<file path="src/rtl/esc_diff_receiver.sv">
// rtl/esc_diff_receiver.sv - escalation receiver: decodes the esc pair, answers on the resp pair, raises esc_req
// Optional ping timeout makes the receiver escalate on its own if the sender goes silent.
module esc_diff_receiver #(
  parameter int unsigned PingTimeoutCyc = 0,
  parameter int unsigned CntDw          = 24
) (
  input  logic clk_i,
  input  logic rst_i,
  input  logic esc_p_i,
  input  logic esc_n_i,
  output logic resp_p_o,
  output logic resp_n_o,
  output logic esc_req_o,
  output logic sigint_o,
  output logic ping_timeout_o
);

  // Sparse codes, pairwise Hamming distance >= 3, so a single upset never lands on a legal state.
  typedef enum logic [4:0] {
    IdleSt    = 5'b00000,
    CheckSt   = 5'b00111,
    EscRespSt = 5'b11001,
    SigIntSt  = 5'b11110
  } state_e;

  localparam logic [CntDw-1:0] CntMax    = CntDw'(PingTimeoutCyc);
  localparam bit               TimeoutEn = (PingTimeoutCyc != 0);

  state_e           state_q, state_d;
  logic             resp_p_d, resp_n_d, esc_req_d, sigint_d;
  logic             esc_level, esc_sigint;
  logic             ping_done, cnt_active, timeout_hit;
  logic [CntDw-1:0] cnt_q, cnt_d;

  assign esc_level  = esc_p_i & ~esc_n_i;
  assign esc_sigint = (esc_p_i == esc_n_i);

  always_comb begin
    state_d   = state_q;
    resp_p_d  = 1'b0;
    resp_n_d  = 1'b1;
    esc_req_d = 1'b0;
    sigint_d  = 1'b0;
    if (esc_sigint) begin
      // Equal rails on the response pair tell the sender its pair is broken.
      state_d   = SigIntSt;
      resp_p_d  = ~resp_p_o;
      resp_n_d  = ~resp_p_o;
      esc_req_d = 1'b1;
      sigint_d  = 1'b1;
    end else begin
      case (state_q)
        IdleSt: begin
          if (esc_level) begin
            state_d  = CheckSt;
            resp_p_d = 1'b1;
            resp_n_d = 1'b0;
          end
        end
        CheckSt: begin
          if (esc_level) begin
            state_d   = EscRespSt;
            esc_req_d = 1'b1;
          end else begin
            state_d = IdleSt;
          end
        end
        EscRespSt, SigIntSt: begin
          if (esc_level) begin
            state_d   = EscRespSt;
            resp_p_d  = ~resp_p_o;
            resp_n_d  = resp_p_o;
            esc_req_d = 1'b1;
          end else begin
            state_d = IdleSt;
          end
        end
        default: begin
          state_d   = SigIntSt;
          resp_p_d  = ~resp_p_o;
          resp_n_d  = ~resp_p_o;
          esc_req_d = 1'b1;
          sigint_d  = 1'b1;
        end
      endcase
    end
  end

  // A ping finishing on the terminal count wins over the timeout.
  assign ping_done   = (state_q == CheckSt) && !esc_level && !esc_sigint;
  assign cnt_active  = TimeoutEn && ((state_q == IdleSt) || (state_q == CheckSt));
  assign timeout_hit = TimeoutEn && (cnt_q == CntMax) && !ping_done;

  always_comb begin
    cnt_d = cnt_q;
    if (!cnt_active || ping_done) begin
      cnt_d = '0;
    end else if (cnt_q != CntMax) begin
      cnt_d = cnt_q + CntDw'(1);
    end
  end

  always_ff @(posedge clk_i) begin
    if (rst_i) begin
      state_q        <= IdleSt;
      resp_p_o       <= 1'b0;
      resp_n_o       <= 1'b1;
      esc_req_o      <= 1'b0;
      sigint_o       <= 1'b0;
      ping_timeout_o <= 1'b0;
      cnt_q          <= '0;
    end else begin
      state_q        <= state_d;
      resp_p_o       <= resp_p_d;
      resp_n_o       <= resp_n_d;
      esc_req_o      <= esc_req_d | ping_timeout_o | timeout_hit;
      sigint_o       <= sigint_d;
      ping_timeout_o <= ping_timeout_o | timeout_hit;
      cnt_q          <= cnt_d;
    end
  end

endmodule

</file>
<file path="config.mk">
export PLATFORM = sky130hd
export DESIGN_NAME = esc_diff_receiver
export DESIGN_NICKNAME = d
export VERILOG_FILES = /design/src/rtl/esc_diff_receiver.sv
export SDC_FILE = /design/constraint.sdc
export NUM_CORES = 1
export LEC_CHECK = 0
export ABC_AREA = 1
export CAP_MARGIN = 40
export CORE_AREA = 2 2 39 41
export DETAILED_ROUTE_END_ITERATION = 10
export DIE_AREA = 0 0 41 43
export DONT_BUFFER_PORTS = 1
export GPL_ROUTABILITY_DRIVEN = 0
export HOLD_SLACK_MARGIN = 0.03
export PLACE_DENSITY_LB_ADDON = 0.15
export SYNTH_ARGS = -nofsm -noshare
export SYNTH_HDL_FRONTEND = slang
export SYNTH_SLANG_ARGS = --single-unit
</file>
<file path="constraint.sdc">
create_clock -name clk_i -period 1 [get_ports clk_i]
set_clock_uncertainty 0.05 [all_clocks]
set_input_delay 0.15 -clock clk_i [delete_from_list [all_inputs] [get_ports clk_i]]
set_output_delay 0.15 -clock clk_i [all_outputs]
set_load 0.03 [all_outputs]
</file>
Word level (Yosys, flattened, before mapping)
Cells that the tools add are included.

Word-level logic and storage cells: 36. Input bits: 4. Register bits after elaboration: 9. Output and inout bits: 5.

Mux-type cells: 16. Reductions and logical operators: 5. Bitwise operators: 3. Eq/ne operators: 6.

Operators by type and width (count): 5-bit 2-to-1 mux (3); 5-bit equality test, second input constant (2); 5-bit one-hot mux with 2 select lines (1); 1-bit 2-to-1 mux (9); 1-bit one-hot mux with 3 select lines (2); 5-bit by 3-bit equality test with 1-bit output, second input constant (1); 5-bit zero test (1); 2-bit OR reduction (2); 4-bit OR reduction (1); 3-bit != test, second input constant (1); 3-bit OR reduction (1); 2-bit != test, second input constant (1); 1-bit inverter (2); 1-bit one-hot mux with 2 select lines (1); 1-bit bitwise AND (1); 1-bit equality test (1).

Longest topological paths before layout
Word-level depth: 5. Gate-level depth with buffers: 8. Depth with buffers taken out: 8.

Worst setup path after synthesis
OpenSTA, ideal clock, no wires.

Path type: register to register. Start: register state_q[0]. End: register resp_n_o. Library setup time: 0.120 ns. Path buffers: 0. Period minus slack after synthesis: 1.012 ns. Cell stages (with the launch flop): 8. Slack: -0.012 ns. Arrival: 0.842 ns. Required time: 0.830 ns. Cells stage by stage: dfxtp_1 inv_2 nand2_2 nand3_2 nand3_2 nand2_2 nand2_1 nand3_1.

Longest elaborated chain between the ends: 4. Elaborated cells on any way between the ends: 7. Classes of those cells: eq/ne (3); mux (2); reduce/logical (2).

Ends and longest elaborated chain: start, declared (line 29) `state_e state_q, state_d;`; start signal, assigned (line 105) `state_q <= IdleSt;`; start signal, assigned (line 113) `state_q <= state_d;`; 5-bit equality test (line 52) `case (state_q)`; 2-bit OR reduction (line 52); 1-bit one-hot mux with 3 select lines (*) (line 52); 1-bit 2-to-1 mux (*) (line 44) `if (esc_sigint) begin`; end signal, assigned (line 115) `resp_n_o <= resp_n_d;`; end, declared (line 12) `output logic resp_n_o,`.

Mark *: on every way between the ends. The rest lies on a longest branch, timed or not. A chain may end at the register's enable or synchronous reset.

Final worst setup path
Start: register state_q[2]. End: register resp_n_o.

The elaborated chain is that of the path after synthesis.

==> impl_metrics.env <==
export IMPL_synth_seq_cells=7
export IMPL_endpoint_kind="register"
export IMPL_finalCritPeriodShare_pct=105.5
export IMPL_max_cap_viol_count=0
export IMPL_critPathKind="reg2reg"
export IMPL_htreeDepth=1
export IMPL_wirelength_met1_um=339
export IMPL_start_util_pct=27.67
export IMPL_pin_count=9
export IMPL_reg2regPathDepth=8
export IMPL_cp_required_ns=1.08
export IMPL_finalWorstPathRequiredPeriod_ns=1.055
export IMPL_reg2reg_setup_slack_ns=-0.06
export IMPL_io_buffers=0
export IMPL_fmax_ghz=0.9477
export IMPL_fill_cells=139
export IMPL_syn_inst=54
export IMPL_cts_sinks=7
export IMPL_dp_cells=74
export IMPL_clockRootBuffer="clkbuf_4"
export IMPL_timing_rr_start="state_q[2]"
export IMPL_grt_use_total_pct=10.28
export IMPL_cp_data_arrival_time_ns=1.14
export IMPL_synth_seq_area_share_pct=36.60
export IMPL_antenna_found_initial=0
export IMPL_slew_violations=0
export IMPL_synth_nets=60
export IMPL_dr_wl_met2_um=379
export IMPL_crit_chain="inv_4, nand2_4, nand3_4, nand3_4, nand2_4, inv_2, nand2_1, nand3_1"
export IMPL_drt_pre_antenna_iters=4
export IMPL_crit_start="state_q[2]"
export IMPL_r2r_end="resp_n_o"
export IMPL_violations="setup timing"
export IMPL_die_h_um=43
export IMPL_p_per_area_nw_per_um2=1499
export IMPL_setup_slack_ns=-0.05523
export IMPL_multi_input_area_um2=247.7
export IMPL_top_layer="met3"
export IMPL_insertion_delay_ns=0.24
export IMPL_grt_pass1_wl_um=1200
export IMPL_viasPerCell=4.263
export IMPL_peakVddDrop_v=0.0007226
export IMPL_cts_setup_buffers=0
export IMPL_setup_viol=5
export IMPL_holdWs_ns=0.03498
export IMPL_tns_ns=-0.2116
export IMPL_grt_overflow_total=0
export IMPL_tritoncts="built"
export IMPL_dieArea_um2=1763
export IMPL_core_um2=1384
export IMPL_drc=0
export IMPL_antenna_left=0
export IMPL_final_common_cell="inv_1"
export IMPL_cp_max_fo=4
export IMPL_hp_start="rst_i"
export IMPL_grt_max_degree=6
export IMPL_dp_hpwl_um=575
export IMPL_power_leakage_nw=0.2729
export IMPL_clock_path_buffers=2
export IMPL_critPathSlowestCell="dfxtp_4"
export IMPL_critPathMaxStageDelay_ns=0.37
export IMPL_min_path_type="in2reg"
export IMPL_ff_latch_area_um2=148.9
export IMPL_rows=14
export IMPL_syn_area_um2=382.9
export IMPL_dr_first_iter_drc_count=5
export IMPL_hold_viol=0
export IMPL_clkTransAtPathRegs_ns=0.05
export IMPL_die_x_um=41
export IMPL_nets=71
export IMPL_yosys_warnings=0
export IMPL_crit_path_end="resp_n_o"
export IMPL_rsz0062_at_grt="true"
export IMPL_layout_common_cells="inv_1, nand2_1, nand2_2, dfxtp_1, buf_4"
export IMPL_grt_pass1_vias=323
export IMPL_critPathLaunchType="register"
export IMPL_status="complete, but fails checks"
export IMPL_drive_above_1_share_pct=45.31
export IMPL_fin_cells=80
export IMPL_wl_met3_um=29
export IMPL_cts_inserted_buffers=3
export IMPL_finalWirelength_um=748
export IMPL_vias=341
export IMPL_layout_area_overhead_vs_synth_pct=44.77
export IMPL_num_antenna_cells=0
export IMPL_avgSynthCellArea_um2=7.090
export IMPL_wl_per_cell_um=9.350
export IMPL_ys_types=16
worst max-delay path: cells and delay by family, from the launching register on:
| family | cells | cell delay, ns |
|---|---|---|
| buffers and inverters | 2 | 0.11 |
| flip-flops | 1 | 0.37 |
| AND/OR/NAND/NOR | 6 | 0.42 |
registers in the layout (all words and copies together) (netlist names):
signal and count:
resp_n_o 1, state_q 3, esc_req_o 1, sigint_o 1, resp_p_o 1
how the worst min path moves through the flow:
| stage | to | cells past startpoint |
|---|---|---|
| floorplan | resp_p_o | 1 |
| global route | state_q[3] | 3 |
| detailed placement | resp_p_o | 1 |
| global placement | resp_p_o | 1 |
| CTS | state_q[0] | 1 |
| finish | state_q[3] | 3 |
metal layers:
metal,GRT usage [%],up-vias
li1,-,185
met1,12.38,150
met2,15.31,6
met3,3.141,0
met4,6.000,0
met5,0,-
cell families (layout without fill, tap and decap cells):
| family | after synthesis | in the layout | share of synthesized area (%) |
|---|---|---|---|
| compound gates | 3 | 3 | 4.576 |
| buf+inv | 13 | 23 | 13.73 |
| flops | 7 | 7 | 36.60 |
| other cells | 1 | 1 | 0.9795 |
| simple gates | 28 | 28 | 37.58 |
| fa+ha+maj | 2 | 2 | 6.535 |
cells in the mapped netlist:
cell      number  share of area, %
nor2_1         3               2.9
conb_1         1              0.98
buf_4          1               2.0
nand2_1       11                11
a21oi_1        2               2.6
a211oi_1       1               2.0
nand3_2        3               7.8
dfxtp_1        7                37
inv_1         10               9.8
nand4_1        1               1.6
nor2_2         1               1.6
nand3_1        5               6.5
nand2_2        3               4.9
inv_2          2               2.0
nor3_1         1               1.3
ha_1           2               6.5
what timing repair did:
item                       4_1_cts  5_1_grt
hold endpoints to repair         6        5
gates resized for setup         15        4
pin swaps                        4        1
setup endpoints to repair        6        8
cell type report:
cell class / instances / area share (%)
multi-input combinational: 34 / 44.70
timing repair buffer: 7 / 11.06
tap: 16 / 3.612
inverter: 12 / 9.029
clock buffer: 4 / 4.740
sequential: 7 / 26.86
through the flow:
stage | setup slack [ns] | area, um2 | util (%) | power (mW)
2_1_floorplan | 0.01127 | 390.4 | - | 0.4912
3_3_place_gp | -0.08365 | 440.4 | 31.83 | 0.5356
3_5_place_dp | -0.08714 | 440.4 | 31.83 | 0.5341
4_1_cts | -0.06157 | 518.0 | 37.43 | 0.8158
5_1_grt | -0.1219 | 554.3 | 40.05 | 0.8788
6_report | -0.05523 | 554.3 | 40.05 | 0.8309
report_power, final:
group          total, mW  switching [mW]  internal, mW
clock              0.246          0.0945         0.152
combinational      0.218           0.130        0.0885
sequential         0.366          0.0563         0.310
Power figures use the tool's default switching activity.
